==> src/rtl/rca_pipe_addsub.sv <==
`default_nettype none
// ============================================================================
// Module      : rca_pipe_addsub
// Description : Pipelined ripple-carry add/subtract unit. The DATA_SIZE-bit
//               operation is split into STAGES slices of W = DATA_SIZE/STAGES
//               bits. Each cycle one slice is rippled and its carry-out is
//               registered for the next slice. Both the operand side and the
//               result side use a valid/ready handshake.
// Ports       : clk, rst          - clock, asynchronous active-high reset
//               add_1, add_2      - operands A and B
//               c_in, sub         - carry/borrow-in, 0:A+B+c_in 1:A-B-c_in
//               valid_f_data      - operand bundle valid
//               ready_f_data      - operand bundle accepted this cycle
//               s, c_out, ovf     - result, raw MSB carry, signed overflow
//               valid_f_res       - result bundle valid
//               ready_f_res       - consumer takes the result this cycle
// Revision    : 1.0 - initial release
// ============================================================================
module rca_pipe_addsub #(
    parameter int DATA_SIZE = 16,
    parameter int STAGES    = 4
) (
    input  logic                 clk,
    input  logic                 rst,
    input  logic [DATA_SIZE-1:0] add_1,
    input  logic [DATA_SIZE-1:0] add_2,
    input  logic                 c_in,
    input  logic                 sub,
    input  logic                 valid_f_data,
    output logic                 ready_f_data,
    output logic [DATA_SIZE-1:0] s,
    output logic                 c_out,
    output logic                 ovf,
    output logic                 valid_f_res,
    input  logic                 ready_f_res
);

    localparam int W    = DATA_SIZE / STAGES;
    localparam int LAST = STAGES - 1;
    localparam int MSB  = DATA_SIZE - 1;

    // Per-stage registered state. x_q mixes two things in one vector: the
    // untouched upper A bits and the already-computed lower sum bits. Slice k
    // overwrites its own A bits with sum bits, so after the last stage x_q
    // holds the complete result. y_q carries B' (already inverted for SUB).
    logic [DATA_SIZE-1:0] x_q   [STAGES];
    logic [DATA_SIZE-1:0] y_q   [STAGES];
    logic [STAGES-1:0]    c_q;
    logic [STAGES-1:0]    v_q;
    logic                 ovf_q;

    // Stage inputs and next-state values
    logic [DATA_SIZE-1:0] in_x  [STAGES];
    logic [DATA_SIZE-1:0] in_y  [STAGES];
    logic [STAGES-1:0]    in_c;
    logic [STAGES-1:0]    in_v;
    logic [DATA_SIZE-1:0] x_d   [STAGES];
    logic [W:0]           slice [STAGES];
    logic [STAGES-1:0]    c_d;
    logic                 ovf_d;
    logic [STAGES-1:0]    adv;

    always_comb begin
        // Stage 0 takes the operand bundle; subtraction is mapped onto
        // addition as A + ~B + ~borrow.
        in_x[0] = add_1;
        in_y[0] = sub ? ~add_2 : add_2;
        in_c[0] = sub ? ~c_in : c_in;
        in_v[0] = valid_f_data;
        for (int k = 1; k < STAGES; k++) begin
            in_x[k] = x_q[k-1];
            in_y[k] = y_q[k-1];
            in_c[k] = c_q[k-1];
            in_v[k] = v_q[k-1];
        end

        for (int k = 0; k < STAGES; k++) begin
            slice[k] = {1'b0, in_x[k][k*W +: W]} + {1'b0, in_y[k][k*W +: W]}
                     + {{W{1'b0}}, in_c[k]};
            x_d[k]            = in_x[k];
            x_d[k][k*W +: W]  = slice[k][W-1:0];
            c_d[k]            = slice[k][W];
        end

        // The carry into the MSB is recovered from the MSB sum bit itself:
        // sum = a ^ b ^ cin  =>  cin = a ^ b ^ sum.
        ovf_d = (in_x[LAST][MSB] ^ in_y[LAST][MSB] ^ x_d[LAST][MSB]) ^ c_d[LAST];

        // A stage may load when it, or any stage downstream of it, is empty,
        // or when the consumer drains the output. This is the collapsed form
        // of "valid is 0 or the next stage loads", avoiding a self-referencing
        // chain in one vector.
        for (int k = 0; k < STAGES; k++) begin
            adv[k] = ready_f_res;
            for (int j = k; j < STAGES; j++) begin
                if (!v_q[j]) begin
                    adv[k] = 1'b1;
                end
            end
        end
    end

    always_ff @(posedge clk or posedge rst) begin
        if (rst) begin
            for (int k = 0; k < STAGES; k++) begin
                x_q[k] <= '0;
                y_q[k] <= '0;
            end
            c_q   <= '0;
            v_q   <= '0;
            ovf_q <= 1'b0;
        end else begin
            for (int k = 0; k < STAGES; k++) begin
                if (adv[k]) begin
                    v_q[k] <= in_v[k];
                    // Data only moves with a valid token, so the output
                    // fields keep their last value once the pipe drains.
                    if (in_v[k]) begin
                        x_q[k] <= x_d[k];
                        y_q[k] <= in_y[k];
                        c_q[k] <= c_d[k];
                    end
                end
            end
            if (adv[LAST] && in_v[LAST]) begin
                ovf_q <= ovf_d;
            end
        end
    end

    assign ready_f_data = adv[0];
    assign s            = x_q[LAST];
    assign c_out        = c_q[LAST];
    assign ovf          = ovf_q;
    assign valid_f_res  = v_q[LAST];

endmodule
`default_nettype wire

==> config.mk <==
export PLATFORM = sky130hd
export DESIGN_NAME = rca_pipe_addsub
export DESIGN_NICKNAME = d
export VERILOG_FILES = /design/src/rtl/rca_pipe_addsub.sv
export SDC_FILE = /design/constraint.sdc
export NUM_CORES = 1
export LEC_CHECK = 0
export ABC_CLOCK_PERIOD_IN_PS = 7000
export BUFFER_PORTS_ARGS = -buffer_cell sky130_fd_sc_hd__buf_2
export CAP_MARGIN = 0
export CORE_ASPECT_RATIO = 0.5
export CORE_MARGIN = 10
export CORE_UTILIZATION = 40
export DETAILED_ROUTE_END_ITERATION = 10
export HOLD_SLACK_MARGIN = 0.08
export PLACE_DENSITY_LB_ADDON = 0.1
export SKIP_CTS_REPAIR_TIMING = 1
export SYNTH_ARGS = -nofsm -noshare
export SYNTH_HDL_FRONTEND = slang
export SYNTH_SLANG_ARGS = --single-unit
==> constraint.sdc <==
create_clock -name clk -period 7 [get_ports clk]
set_input_delay 1.05 -clock clk [delete_from_list [all_inputs] [get_ports clk]]
set_output_delay 1.05 -clock clk [all_outputs]
set_load 0.02 [all_outputs]
Yosys cells after proc, flatten, opt, wreduce, memory -nomap -nowiden
Cells that the tools add are included.
{"block": "totals", "ff_bits": 121, "inputBits": 38, "elab_cells": 46}
{"block": "classes", "addsub": 8, "n_mux": 12, "bitwise": 5, "reduce_logical": 5}
{"cell": "4-bit by 4-bit adder with 5-bit output", "n": 4}
{"cell": "5-bit by 1-bit adder with 5-bit output", "n": 4}
{"cell": "16-bit two-way mux", "n": 1}
{"cell": "16-bit inverter", "n": 1}
{"cell": "1-bit two-way mux", "n": 11}
{"cell": "2-bit AND reduction", "n": 4}
{"cell": "1-bit XOR", "n": 3}
{"cell": "1-bit logical AND", "n": 1}
{"cell": "1-bit inverter", "n": 1}

Depth between registers and ports, before layout
{"block": "depth", "ltp_word": 5, "mapped_depth": 8, "mapped_depth_nobuf": 8}

Least setup slack after synthesis
Ideal clock, no wire load.
{"block": "synth_timing", "path_kind": "input-to-reg", "start": "input sub", "end": "register c_q[0]", "setup_ns": 0.127, "arrival_ns": 2.886, "required_time_ns": 6.873, "path_slack_ns": 3.987, "stages": 8, "n_path_buf": 2, "path_cell_list": "buf_2 buf_2 xor2_1 fa_1 fa_1 a21o_1 a211oi_1 a21oi_1"}
{"block": "synth_via", "elab_chain_len": 3, "word_cells_on_any_way": 4}
{"element": "start, declared", "line_no": "28", "rtl": "input logic sub,"}
{"element": "16-bit two-way mux", "line_no": "67", "rtl": "in_y[0] = sub ? ~add_2 : add_2;"}
{"element": "4-bit by 4-bit adder with 5-bit output", "line_no": "78", "rtl": "slice[k] = {1'b0, in_x[k][k*W +: W]} + {1'b0, in_y[k][k*W +: W]}"}
{"element": "5-bit by 1-bit adder with 5-bit output *", "line_no": "79", "rtl": "+ {{W{1'b0}}, in_c[k]};"}
{"element": "end signal, assigned by index", "line_no": "121", "rtl": "c_q[k] <= c_d[k];"}
{"element": "end, declared", "line_no": "48", "rtl": "logic [STAGES-1:0] c_q;"}
Every way passes the cells marked *; elsewhere a longest branch is shown, timed or not.
A chain may end at the register's enable or synchronous reset.

Worst setup path in the final report
{"block": "layout_timing", "start": "input ready_f_res", "end": "output ready_f_data"}
{"block": "layout_via", "elab_chain_len": 4}
{"element": "start, declared", "line_no": "35", "rtl": "input logic ready_f_res"}
{"element": "1-bit two-way mux (4 in a row)", "line_no": "96", "rtl": "if (!v_q[j]) begin"}
{"element": "end, declared", "line_no": "30", "rtl": "output logic ready_f_data,"}
No other way between the ends.

==> metrics <==
Reg2Reg Launch Point=v_q[3]$_DFFE_PP0N_; average wire length per cell after detail routing=14.4 um; final non-filler cell total=524; HPWL reported at the end of detailed placement=5560 um; depth of the CTS H-tree=3; fraction of registers with async set or reset after synthesis=100%; Crit path required time=5950 ps; data arrival time of the critical path=1900 ps; Max Freq=339 MHz; synthesized netlist net count=380; min Tclk post-route=2950 ps; standard cell area after detailed placement=4670 um^2; GRT Util Overall=10.4%; kind of cell with the highest combined delay on the critical path=simple AND/OR/NAND/NOR gates; area of the placeable core=10300 um^2; number of global-route vias before repair=2755; share of cells above drive strength 1=36.5%; GRT Residual Overflow=0; cell mode on critical path=buf_2; largest fanout on the critical path=4; Setup-failing EPs final=0; number of distinct standard cells referenced by the synthesized netlist=26; Slowest cell on crit path=or2_2; Num Clock Sinks=97; sequence of cells on the critical path=buf_2 -> nand4b_2 -> or2_2 -> buf_2; iteration count of the initial detailed-routing pass=4; flip-flop cell with the highest count after synthesis=dfrtp_1; met2 track demand over resource=18.3%; via count normalized by instance count=4.72; row count=26; filler cell count=945; Setup WS post-layout=4050 ps; startpoint type of the worst setup path=input pin; R2R depth=3; number of antenna violations at the first check in global routing=0; post-route clock period utilization=42.1%; via total after detailed routing=2471; Util after Layout=48.1%; Non-Filler Cell Area, Final=4960 um^2; clock slew seen by the registers of the worst setup and hold paths=60 ps; clock insertion delay at the later pin of the skew report=330 ps; Min Hold Slack=477 ps; final weighted congestion in routability-driven placement=0.728; maximum VDD drop=0.143 mV; termination of the worst setup path=ready_f_data; worst setup slack for register-to-register paths=4960 ps; aggregate routed wire length=7540 um; chip width=166 um; run status=finished, final reports clean; critical path endpoint category=output pin; final max-slew violation count=0; number of design rule violations left after detail routing=0; crit path kind=in -> out; Reg area=2430 um^2; sequential element share of the synthesized area=56.9%; initial cell density of the core=41.4%; total negative slack for setup checks=0 ps; I/O pin cnt=58; clk root buf=clkbuf_16; global-route wire length before repair=13100 um; slew of the pin with the lowest slew margin=1170 ps; area growth from synthesis to final layout=16.3%; final hold violations=0; antenna diode count=0; combined area of all synthesized cells=4270 um^2; placed cells=508; met1 Resource Use GR=11.2%; number of instances in the synthesized netlist=322; number of flops mapped to enable cells by yosys=0; worst setup path start=ready_f_res; synthesis-stage register bit count=97; initial DRC count=118; Relative slew margins=22.1%; area of the multi-input gates=1710 um^2; TritonCTS clock tree=done; count of nets after finishing=437; maximum number of pins on one net before global-route repair=51; unrepaired setup endpoints after global routing=false; routing layer with the top usage in global route=met2; Buf+Inv Stages, Crit Path=2; maximum single-stage delay on the critical path=320 ps; buffer depth of the longest clock path=2; total clock buffers created by CTS=9; stages on the worst setup path=4; count of antenna-violating nets left after detailed routing=0; met3 Track Usage GR=4.22%; maximum clock skew at final layout=6.50 ps; max-cap viol count=0; die height=93.0 um; total chip power=1.92 mW; pre-CTS setup slack=3920 ps; leak pwr=2.31 nW; synthesized area per cell=13.3 um^2; synthesis warning total=0; power density relative to cell area=387 nW/um^2; path type of the worst min-delay path=reg -> reg; Buffers on Ports=57; area of the die=15500 um^2; R2R Path End=in_x[19]$_DFFE_PP0P_
==> routing by layer <==
metal	part of all wire, %	vias up
met3	4.7	10
met4	1.7	0
met5	0	-
met1	42	1230
li1	-	1194
met2	51	37
==> sequential cells by signal, indices dropped and copies added (netlist names) <==
register and count:
in_x 48, in_y 24, s 16, c_q 4, v_q 4, ovf 1
==> tightest hold or removal path: stages (launching register included) <==
cell and delay, ps:
dfrtp_1 340, nand2_1 50, o21ai_0 60
==> synth_stat cells (2+ instances only) <==
cell type  count  area (um^2)
dfrtp_1       97         2430
mux2_2        64          721
nand2_1       30          113
o21ai_0       24          120
inv_1         15         56.3
xnor2_1       13          114
ha_1          12          150
xor2_1        12          105
a21oi_1        9         45.0
buf_2          8         40.0
fa_1           8          160
a21o_1         5         37.5
nand2b_1       4         25.0
o21a_1         3         22.5
buf_4          2         15.0
clkbuf_1       2         7.51
nand3b_1       2         15.0
nor2_1         2         7.51
nor2b_1        2         12.5
nor3_1         2         10.0
==> cell usage in the layout (no fill, tap or decap) <==
master	count
clkbuf_8	1
clkinv_2	2
o31ai_1	1
nor3_1	2
o21ai_0	24
nand4b_2	1
nor2_1	2
ha_1	12
buf_4	2
o21a_1	3
inv_4	1
clkbuf_16	9
bufinv_16	1
o21ai_4	1
clkbuf_1	3
buf_2	57
nor2b_1	2
or2_2	1
inv_1	14
a211oi_1	1
xnor2_1	13
a21o_1	5
nand3b_1	2
dfrtp_1	97
a21oi_1	9
nand2_1	30
xor2_1	12
nand2b_1	4
mux2_2	64
fa_1	8
==> layout make-up <==
| class | count | share of cell area [%] |
|---|---|---|
| sequential | 97 | 48.9 |
| inverter | 15 | 1.19 |
| tap | 140 | 3.53 |
| clock inverter | 3 | 0.807 |
| multi-input combinational | 197 | 34.5 |
| clock buffer | 13 | 5.04 |
| timing repair buffer | 59 | 6.05 |
==> logic make-up (layout without fill, tap and decap cells) <==
kind of cell             after synthesis  in the layout  share of synthesized area (%)
flip-flops                            97             97                           56.9
multiplexers                          64             64                           16.9
AO/OA/AOI/OAI                         44             44                           6.01
AND/OR/NAND/NOR                       44             44                           4.78
buffers and inverters                 28             90                           3.05
XOR/XNOR                              25             25                           5.13
adder cells (fa/ha/maj)               20             20                           7.27
==> how the worst min path moves through the flow <==
stage	startpoint	to	cells after the start
6_report	s[15]$_DFFE_PP0P_	s[15]$_DFFE_PP0P_	2
3_3_place_gp	s[15]$_DFFE_PP0P_	s[15]$_DFFE_PP0P_	2
3_5_place_dp	s[15]$_DFFE_PP0P_	s[15]$_DFFE_PP0P_	2
4_1_cts	s[15]$_DFFE_PP0P_	s[15]$_DFFE_PP0P_	2
5_1_grt	s[4]$_DFFE_PP0P_	s[4]$_DFFE_PP0P_	1
2_1_floorplan	in_x[23]$_DFFE_PP0P_	in_x[23]$_DFFE_PP0P_	2
==> power breakdown <==
group	internal, mW	switching, mW
Combinational	0.292	0.295
Sequential	0.756	0.0980
Clock	0.286	0.192
Total	1.33	0.585
Note: power is estimated with default switching activity, not from simulation.
